**src/rtl/spi_target_pkg.sv**
```systemverilog
//------------------------------------------------------------------------------
// spi_target_pkg : opcodes, FSM states and default widths for spi_target_regfile
// Revision 1.0
//------------------------------------------------------------------------------
`default_nettype none

package spi_target_pkg;

  localparam int DEF_ADDR_WIDTH = 4;
  localparam int DEF_DATA_WIDTH = 32;

  localparam logic [7:0] CMD_WRITE = 8'h02;
  localparam logic [7:0] CMD_READ  = 8'h03;

  typedef enum logic [2:0] {
    ST_IDLE    = 3'd0,
    ST_CMD     = 3'd1,
    ST_ADDR    = 3'd2,
    ST_WR_DATA = 3'd3,
    ST_RD_DATA = 3'd4,
    ST_IGNORE  = 3'd5
  } state_e;

endpackage

`default_nettype wire

```
**src/rtl/spi_sync.sv**
```systemverilog
//------------------------------------------------------------------------------
// spi_sync : 2-flop synchronizer with rise/fall detection on the synced level
// Revision 1.0
//------------------------------------------------------------------------------
`default_nettype none

module spi_sync #(
  parameter logic RST_VAL = 1'b0
) (
  input  logic clk_i,
  input  logic rst_n_i,
  input  logic async_i,
  output logic sync_o,
  output logic rise_o,
  output logic fall_o
);

  logic meta_q;
  logic sync_q;
  logic prev_q;

  always_ff @(posedge clk_i or negedge rst_n_i) begin
    if (!rst_n_i) begin
      meta_q <= RST_VAL;
      sync_q <= RST_VAL;
      prev_q <= RST_VAL;
    end else begin
      meta_q <= async_i;
      sync_q <= meta_q;
      prev_q <= sync_q;
    end
  end

  assign sync_o = sync_q;
  assign rise_o = sync_q & ~prev_q;
  assign fall_o = ~sync_q & prev_q;

endmodule

`default_nettype wire

```
**src/rtl/spi_target_regfile.sv**
```systemverilog
//------------------------------------------------------------------------------
// spi_target_regfile : SPI mode-0 target with burst read/write register file
// Revision 1.0
//------------------------------------------------------------------------------
`default_nettype none

module spi_target_regfile
  import spi_target_pkg::*;
#(
  parameter int ADDR_WIDTH = DEF_ADDR_WIDTH,
  parameter int DATA_WIDTH = DEF_DATA_WIDTH
) (
  input  logic                  clk_i,
  input  logic                  rst_n_i,
  input  logic                  spi_clk_i,
  input  logic                  spi_cs_n_i,
  input  logic                  spi_sdi_i,
  output logic                  spi_sdo_o,
  output logic                  spi_sdo_oe_o,
  output logic                  wr_strobe_o,
  output logic [ADDR_WIDTH-1:0] wr_addr_o,
  output logic [DATA_WIDTH-1:0] wr_data_o,
  input  logic [ADDR_WIDTH-1:0] loc_addr_i,
  output logic [DATA_WIDTH-1:0] loc_rdata_o,
  output logic                  busy_o
);

  localparam int DEPTH = 1 << ADDR_WIDTH;
  localparam int CNT_W = (DATA_WIDTH > 8) ? $clog2(DATA_WIDTH) : 3;
  localparam logic [CNT_W-1:0] BYTE_LAST = CNT_W'(7);
  localparam logic [CNT_W-1:0] WORD_LAST = CNT_W'(DATA_WIDTH - 1);

  logic sclk_level_unused;
  logic sclk_rise, sclk_fall;
  logic cs_s, cs_rise, cs_fall;
  logic sdi_meta_q, sdi_q;

  spi_sync #(.RST_VAL(1'b0)) u_sync_sclk (
    .clk_i   (clk_i),
    .rst_n_i (rst_n_i),
    .async_i (spi_clk_i),
    .sync_o  (sclk_level_unused),
    .rise_o  (sclk_rise),
    .fall_o  (sclk_fall)
  );

  spi_sync #(.RST_VAL(1'b1)) u_sync_cs (
    .clk_i   (clk_i),
    .rst_n_i (rst_n_i),
    .async_i (spi_cs_n_i),
    .sync_o  (cs_s),
    .rise_o  (cs_rise),
    .fall_o  (cs_fall)
  );

  state_e                state_q, state_d;
  logic [CNT_W-1:0]      cnt_q, cnt_d;
  logic [DATA_WIDTH-1:0] rx_q, rx_d, rx_next;
  logic [DATA_WIDTH-1:0] tx_q, tx_d;
  logic                  sdo_q, sdo_d;
  logic [ADDR_WIDTH-1:0] addr_q, addr_d, addr_inc;
  logic                  is_rd_q, is_rd_d;
  logic                  wr_stb_q, wr_stb_d;
  logic [ADDR_WIDTH-1:0] wr_addr_q, wr_addr_d;
  logic [DATA_WIDTH-1:0] wr_data_q, wr_data_d;
  logic [1:0]            settle_q;
  logic                  armed_q;
  logic [DATA_WIDTH-1:0] mem_q [DEPTH];
  logic [DATA_WIDTH-1:0] loc_rdata_q;

  assign rx_next  = {rx_q[DATA_WIDTH-2:0], sdi_q};
  assign addr_inc = addr_q + ADDR_WIDTH'(1);

  always_comb begin
    state_d   = state_q;
    cnt_d     = cnt_q;
    rx_d      = rx_q;
    tx_d      = tx_q;
    sdo_d     = sdo_q;
    addr_d    = addr_q;
    is_rd_d   = is_rd_q;
    wr_stb_d  = 1'b0;
    wr_addr_d = wr_addr_q;
    wr_data_d = wr_data_q;
    if (state_q != ST_IDLE && cs_rise) begin
      // CS release abandons any partial word
      state_d = ST_IDLE;
      cnt_d   = '0;
      rx_d    = '0;
      tx_d    = '0;
      sdo_d   = 1'b0;
    end else begin
      case (state_q)
        ST_IDLE: begin
          if (cs_fall && armed_q) begin
            state_d = ST_CMD;
            cnt_d   = '0;
            rx_d    = '0;
          end
        end
        ST_CMD: begin
          if (sclk_rise) begin
            rx_d  = rx_next;
            cnt_d = cnt_q + CNT_W'(1);
            if (cnt_q == BYTE_LAST) begin
              cnt_d   = '0;
              is_rd_d = (rx_next[7:0] == CMD_READ);
              state_d = (rx_next[7:0] == CMD_WRITE || rx_next[7:0] == CMD_READ)
                        ? ST_ADDR : ST_IGNORE;
            end
          end
        end
        ST_ADDR: begin
          if (sclk_rise) begin
            rx_d  = rx_next;
            cnt_d = cnt_q + CNT_W'(1);
            if (cnt_q == BYTE_LAST) begin
              cnt_d  = '0;
              addr_d = rx_next[ADDR_WIDTH-1:0];
              if (is_rd_q) begin
                state_d = ST_RD_DATA;
                tx_d    = mem_q[rx_next[ADDR_WIDTH-1:0]];
              end else begin
                state_d = ST_WR_DATA;
              end
            end
          end
        end
        ST_WR_DATA: begin
          if (sclk_rise) begin
            rx_d  = rx_next;
            cnt_d = cnt_q + CNT_W'(1);
            if (cnt_q == WORD_LAST) begin
              cnt_d     = '0;
              wr_stb_d  = 1'b1;
              wr_addr_d = addr_q;
              wr_data_d = rx_next;
              addr_d    = addr_inc;
            end
          end
        end
        ST_RD_DATA: begin
          if (sclk_fall) begin
            sdo_d = tx_q[DATA_WIDTH-1];
            tx_d  = {tx_q[DATA_WIDTH-2:0], 1'b0};
            cnt_d = cnt_q + CNT_W'(1);
            // Reload on the last bit's falling edge so the next word follows gaplessly
            if (cnt_q == WORD_LAST) begin
              cnt_d  = '0;
              addr_d = addr_inc;
              tx_d   = mem_q[addr_inc];
            end
          end
        end
        default: ;
      endcase
    end
  end

  always_ff @(posedge clk_i or negedge rst_n_i) begin
    if (!rst_n_i) begin
      state_q    <= ST_IDLE;
      cnt_q      <= '0;
      rx_q       <= '0;
      tx_q       <= '0;
      sdo_q      <= 1'b0;
      addr_q     <= '0;
      is_rd_q    <= 1'b0;
      wr_stb_q   <= 1'b0;
      wr_addr_q  <= '0;
      wr_data_q  <= '0;
      sdi_meta_q <= 1'b0;
      sdi_q      <= 1'b0;
      settle_q   <= '0;
      armed_q    <= 1'b0;
    end else begin
      state_q    <= state_d;
      cnt_q      <= cnt_d;
      rx_q       <= rx_d;
      tx_q       <= tx_d;
      sdo_q      <= sdo_d;
      addr_q     <= addr_d;
      is_rd_q    <= is_rd_d;
      wr_stb_q   <= wr_stb_d;
      wr_addr_q  <= wr_addr_d;
      wr_data_q  <= wr_data_d;
      sdi_meta_q <= spi_sdi_i;
      sdi_q      <= sdi_meta_q;
      // Arm only once the CS synchronizer holds the real pin level and it is idle
      if (settle_q != 2'd2) settle_q <= settle_q + 2'd1;
      if (settle_q == 2'd2 && cs_s) armed_q <= 1'b1;
    end
  end

  always_ff @(posedge clk_i or negedge rst_n_i) begin
    if (!rst_n_i) begin
      for (int i = 0; i < DEPTH; i++) mem_q[i] <= '0;
      loc_rdata_q <= '0;
    end else begin
      if (wr_stb_q) mem_q[wr_addr_q] <= wr_data_q;
      loc_rdata_q <= mem_q[loc_addr_i];
    end
  end

  assign spi_sdo_oe_o = (state_q == ST_RD_DATA) && !cs_s;
  assign spi_sdo_o    = spi_sdo_oe_o & sdo_q;
  assign wr_strobe_o  = wr_stb_q;
  assign wr_addr_o    = wr_addr_q;
  assign wr_data_o    = wr_data_q;
  assign loc_rdata_o  = loc_rdata_q;
  assign busy_o       = (state_q != ST_IDLE);

endmodule

`default_nettype wire

```
**config.mk**
```make
export PLATFORM = sky130hd
export DESIGN_NAME = spi_target_regfile
export DESIGN_NICKNAME = d
export VERILOG_FILES = /design/src/rtl/spi_target_pkg.sv /design/src/rtl/spi_sync.sv /design/src/rtl/spi_target_regfile.sv
export SDC_FILE = /design/constraint.sdc
export NUM_CORES = 1
export LEC_CHECK = 0
export BUFFER_PORTS_ARGS = -buffer_cell sky130_fd_sc_hd__buf_4
export CORE_ASPECT_RATIO = 0.5
export CORE_UTILIZATION = 57
export CTS_BUF_LIST = sky130_fd_sc_hd__clkbuf_4 sky130_fd_sc_hd__clkbuf_8
export CTS_CLUSTER_SIZE = 8
export DETAILED_ROUTE_END_ITERATION = 10
export GPL_TIMING_DRIVEN = 0
export PLACE_DENSITY = 0.84
export SETUP_SLACK_MARGIN = 0.4
export SLEW_MARGIN = 20
export SYNTH_ARGS = -nofsm -noshare
export SYNTH_HDL_FRONTEND = slang
export SYNTH_SLANG_ARGS = --single-unit
```
**constraint.sdc**
```tcl
create_clock -name clk_i -period 3.9 [get_ports clk_i]
set_clock_uncertainty 0.05 [all_clocks]
set_input_delay 0.39 -clock clk_i [delete_from_list [all_inputs] [get_ports clk_i]]
set_output_delay 0.39 -clock clk_i [all_outputs]
set_load 0.01 [all_outputs]
```
---- Yosys cells after proc, flatten, opt, wreduce, memory -nomap -nowiden ----
Cells that the tools add are included.
operators by class
  $add $sub $neg .......................... 3
  magnitude comparators ................... 5
  equal/unequal tests ..................... 24
  multiplexer cells ....................... 53
  bitwise logic cells ..................... 14
  reduce and logical (&&, ||, !) cells .... 26
operator list
  operator            count
  $bwmux 512          1
  $mux 32             13
  $bmux 32 s4         3
  $demux 32 s4        1
  $mux 31             3
  $pmux 32 s2         1
  $pmux 31 s2         1
  $mux 5              7
  $mux 3              8
  $ne 3x3->1 const B  8
  $ge 5x5->1 const B  4
  $mux 4              5
  $not 4->5           4
  $pmux 5 s4          1
  $eq 8x2->1 const B  2
  $pmux 4 s3          1
  $reduce_and 6->1    2
  $reduce_bool 3->1   4
  $ne 2x2->1 const B  5
  $reduce_and 5->1    2
  $pmux 3 s3          1
  $reduce_and 4->1    2
  $mux 1              7
  $eq 3x2->1 const B  2
  23 further kinds    37
word-level totals
  flip-flop bits (word level) ............. 669
  bits of input ports ..................... 9
  output and inout port bits .............. 72
  word-level logic and storage cells ...... 162

---- Depth between registers and ports, before layout ----
  depth in word-level cells ............... 9
  depth in mapped cells ................... 10
  mapped depth without buffers ............ 9

---- By module ----
Synthesis repeated with hierarchy kept, for this count alone.
second synthesis, totals
  cell total of the unflattened synthesis .. 2483
  area total of the unflattened synthesis .. 37081.8 µm²
modules (own cells, without submodules)
  module                   times used  cells an instance  area an instance (µm²)  seq. area each (µm²)
  spi_target_regfile       1           2473               36897.9                 16590.9
  spi_sync at u_sync_cs    1           5                  93.8                    78.8
  spi_sync at u_sync_sclk  1           5                  90.1                    75.1

---- Least setup slack after synthesis ----
Ideal clock, no wire load.
  path kind ............................... flip-flop to flip-flop
  from .................................... register addr_q[1]
  to ...................................... register tx_q[8]
  setup time .............................. 138 ps
  arrival time ............................ 2215 ps
  data required time ...................... 3712 ps
  setup slack ............................. 1497 ps
  stages on the path, launching flop included .. 10
  path buffers ............................ 3
  clock period less this slack ............ 2403 ps
  cells stage by stage .................... dfrtp_1 ha_1 buf_4 buf_4 buf_2 mux4_2 mux2i_1 o2bb2ai_1 o21ai_0 o211ai_1
between the ends
  cells in the longest elaborated chain, start to end .. 9
RTL lines
  what                                         RTL line                   text
  start: declaration                           spi_target_regfile.sv:61   logic [ADDR_WIDTH-1:0] addr_q, addr_d, addr_inc;
  start signal: assignment                     spi_target_regfile.sv:182  addr_q <= addr_d;
  $add 4x1->4                                  spi_target_regfile.sv:72   assign addr_inc = addr_q + ADDR_WIDTH'(1);
  $not 4->5 (implied by the code)              spi_target_regfile.sv:151  tx_d = mem_q[addr_inc];
  $bmux 32 s4                                  spi_target_regfile.sv:151
  $mux 32 (implied by the code) (2 in series)  spi_target_regfile.sv:151
  $mux 32                                      spi_target_regfile.sv:148  if (cnt_q == WORD_LAST) begin
  $mux 32                                      spi_target_regfile.sv:143  if (sclk_fall) begin
  $pmux 32 s2                                  spi_target_regfile.sv:93   case (state_q)
  $mux 32                                      spi_target_regfile.sv:85   if (state_q != ST_IDLE && cs_rise) begin
  end signal: assignment                       spi_target_regfile.sv:180  tx_q <= tx_d;
  end: declaration                             spi_target_regfile.sv:59   logic [DATA_WIDTH-1:0] tx_q, tx_d;
Every way passes these cells. The select of a mux whose other input is x is not followed.
A chain may end at the register's enable or synchronous reset.

---- Final worst setup path ----
  from .................................... register cnt_q[0]
  to ...................................... register tx_q[9]
between the ends
  cells in the longest elaborated chain, start to end .. 5
  elaborated cells on any way between the ends .. 8
  classes of those cells .................. eq/ne: 3; mux: 4; reduce/logical: 1
RTL lines
  what                      RTL line                   text
  start: declaration        spi_target_regfile.sv:57   logic [CNT_W-1:0] cnt_q, cnt_d;
  start signal: assignment  spi_target_regfile.sv:178  cnt_q <= cnt_d;
  $eq 5x5->1                spi_target_regfile.sv:148
  $mux 32                   spi_target_regfile.sv:148
  $mux 32                   spi_target_regfile.sv:143
  $pmux 32 s2               spi_target_regfile.sv:93
  $mux 32                   spi_target_regfile.sv:85
Parallel ways exist; a longest one is shown, timed or not. The select of a mux whose other input is x is not followed.

==> flow_summary.ini <==
[yosys]
yosysSeqAreaShare_pct = 44.8
syn-cell-area_sq_um = 37400
synthSimpleGateAreaFrac_pct = 3.47
async_flop_share_pct = 100
synth.top_cell.area_share_pct = 44.5
synth_top_family_by_area = multiplexers
yosysWarnings = 0
avgSynthCellArea_sq_um = 14.3
synthTopCellsByArea = dfrtp_1, mux4_2, mux2_2, mux2i_1, a22oi_1
synth_compound_area_share_pct = 5.71
synth_mux_area_share_pct = 42.5
synthXorXnorAreaFrac_pct = 0.204
syn_nets = 2630
ys_types = 58
synth_area_leader_cell = dfrtp_1
synthAdderAreaFrac_pct = 0.194
synth-seq-cells = 669
synth-main-ff-cell = dfrtp_1
synth_edf_count = 0
synth_cells = 2616

[die]
fp.dieArea_sq_um = 66700
core.rowCount = 65
start_util_pct = 58.5
coreArea_sq_um = 63900
ios = 81
die_x_um = 364
fp.dieH_um = 183

[worst_setup_path]
cp_max_fo = 10
rrSetupSlack_ns = 0.56
worstSetupStartpointType = register
r2r_start = cnt_q[0]
r2r_cells = 8
r2r-end = tx_q[9]
crit_chain = ha_1, and4bb_2, a41oi_1, o21ai_0, o21ai_2, nand2b_1, clkbuf_1, o211ai_1
endpoint_kind = register
crit_buf_inv = 1
cp_slowest_cell = clkbuf_1
critPathRequiredTime_ns = 4.43
critPathArrivalTime_ns = 3.88
crit_family = compound AO/OA/AOI/OAI gates
critical_path.max_stage_delay_ns = 0.79
crit_type = register to register

[sta]
max_freq_ghz = 0.299
rsz0062_at_grt = false
whs_ns = 0.0499
post-route-min-period_ns = 3.34
finalCritPeriodShare_pct = 85.8
slew_headroom_pct = 9.98
finalMaxSlewViolations = 0
tightest_slew_ns = 1.35
setup_slack_ns = 0.555
setup_viol = 0
hold_violations = 0

[status]
status = finished clean

[final_layout]
synthToLayoutAreaGrowth_pct = 10.1
final_cell_mix = dfrtp_1, mux2_2, mux4_2, mux2i_1, nand2_1
layout.nets = 2821
final_cells = 3727
drive_gt1_share_pct = 43.4
fin_util_pct = 64.5
final_common_cell = dfrtp_1
design_area_sq_um = 41200

[routing]
route.detailed.drc = 0
drtAntennaViolNets = 0
vias = 28013
drt-initial-drc-count = 4413
routed_wirelength_um = 132000
wl_per_cell_um = 35.4
dr.pass1.iters = 7
avgViaCountPerCell = 7.52

[place]
hpwlAfterDp_um = 89500
place_ws_ns = 0.595
place.gp.congestion = 1.06
port_buffers = 77
dp.cells = 3572
place_area_sq_um = 39300

[clock_network]
cts_resized = 0
cts_inserted_buffers = 99
clkTransAtPathRegs_ns = 0.07
clk_path_buf_depth = 3
cts.htree.levels = 3
clock_sinks = 669
postCtsSetupBuffers = 0
clk_latency_ns = 0.78
cts_root_buf = clkbuf_8
cts_tree = done

[global_routing]
gr-usage-all-layers_pct = 40.4
grt_first_pass_wirelength_um = 190000
grt_max_degree = 100
gr-total-overflow = 0
antenna_found_initial = 1
grt_pass1_vias = 27884

[hold_path]
hp-class = primary input to register
min_to = loc_rdata_o[0]
hold_depth = 2
hold_start = loc_addr_i[3]

[power]
peakVddDrop_mv = 0.528
powerDensity_nw_per_um2 = 496
p_leak_nw = 18.5

[run]
drv_cap = 0
==> worst max-delay path by stage <==
stage                endpoint  cells past startpoint  startpoint
6_report              tx_q[9]                      8    cnt_q[0]
5_1_grt               tx_q[6]                      9   addr_q[1]
4_1_cts         wr_data_o[23]                      7    cnt_q[0]
3_5_place_dp    wr_data_o[23]                      7    cnt_q[0]
3_3_place_gp   loc_rdata_o[6]                      1     rst_n_i
2_1_floorplan         tx_q[8]                      9   addr_q[1]
==> power breakdown <==
group	total [W]	switching [W]	internal [W]
clock	0.00567	0.00284	0.00283
sequential	0.00745	0.000278	0.00717
combinational	0.00733	0.00520	0.00214
==> per-layer routing <==
layer  track usage [%]  routed length (um)
met1              51.7               46500
met2              55.4               54300
met3              20.1               21600
met4              23.5                9430
met5             0.581                 157
==> synth_stat cells, drive strengths merged (2+ instances only) <==
library cell	n
dfrtp	666
mux2	550
mux4	357
mux2i	167
nand2	154
clkbuf	150
buf	105
a22oi	91
o21ai	68
nor2	57
a21oi	40
and3	32
a311oi	30
o211ai	19
o2bb2ai	18
o22ai	13
o221ai	12
nand2b	9
inv	7
nand3	7
nor3	7
ha	5
nand3b	5
nor2b	4
xnor2	4
a31oi	3
a32o	3
dfstp	3
nor3b	3
or3	3
xor2	3
a21o	2
a22o	2
nand4	2
o21a	2
o31ai	2
==> sequential cells by signal, indices dropped and copies added, names as in the netlist, 2 cells and up <==
signal       count
addr_q           4
cnt_q            5
loc_rdata_o     32
mem_q          512
rx_q            31
settle_q         2
state_q          3
tx_q            32
wr_addr_o        4
wr_data_o       32
==> what timing repair did <==
item | CTS | global route
hold endpoints to repair | 166 | 0
hold buffers | 4 | 0
setup endpoints to repair | 0 | 0
==> metrics by stage <==
stage               TNS (ns)  power, W
global placement    -3198.49    0.0142
CTS                        0    0.0199
floorplan                  0    0.0114
detailed placement         0    0.0144
finish                     0    0.0204
global route               0    0.0207
==> cell families (layout without fill, tap and decap cells) <==
logic type | count (synthesis) | in the layout
adder cells (fa/ha/maj) | 6 | 6
multiplexers | 1074 | 1074
AO/OA/AOI/OAI | 310 | 310
XOR/XNOR | 7 | 7
other | 0 | 4
AND/OR/NAND/NOR | 288 | 288
flip-flops | 669 | 669
buffers and inverters | 262 | 498
==> final cells by class <==
type / count / area, sq um
plain buffers: 255 / 1170
clock inverters: 10 / 109
repair buffers: 90 / 857
multi-input cells: 1685 / 19500
flip-flops and latches: 669 / 16700
clock buffers: 136 / 1690
fillers: 4584 / 22700
inverters: 7 / 26.3
diodes: 4 / 10.0
well taps: 871 / 1090
No activity file was read; power rests on OpenSTA's default activity.
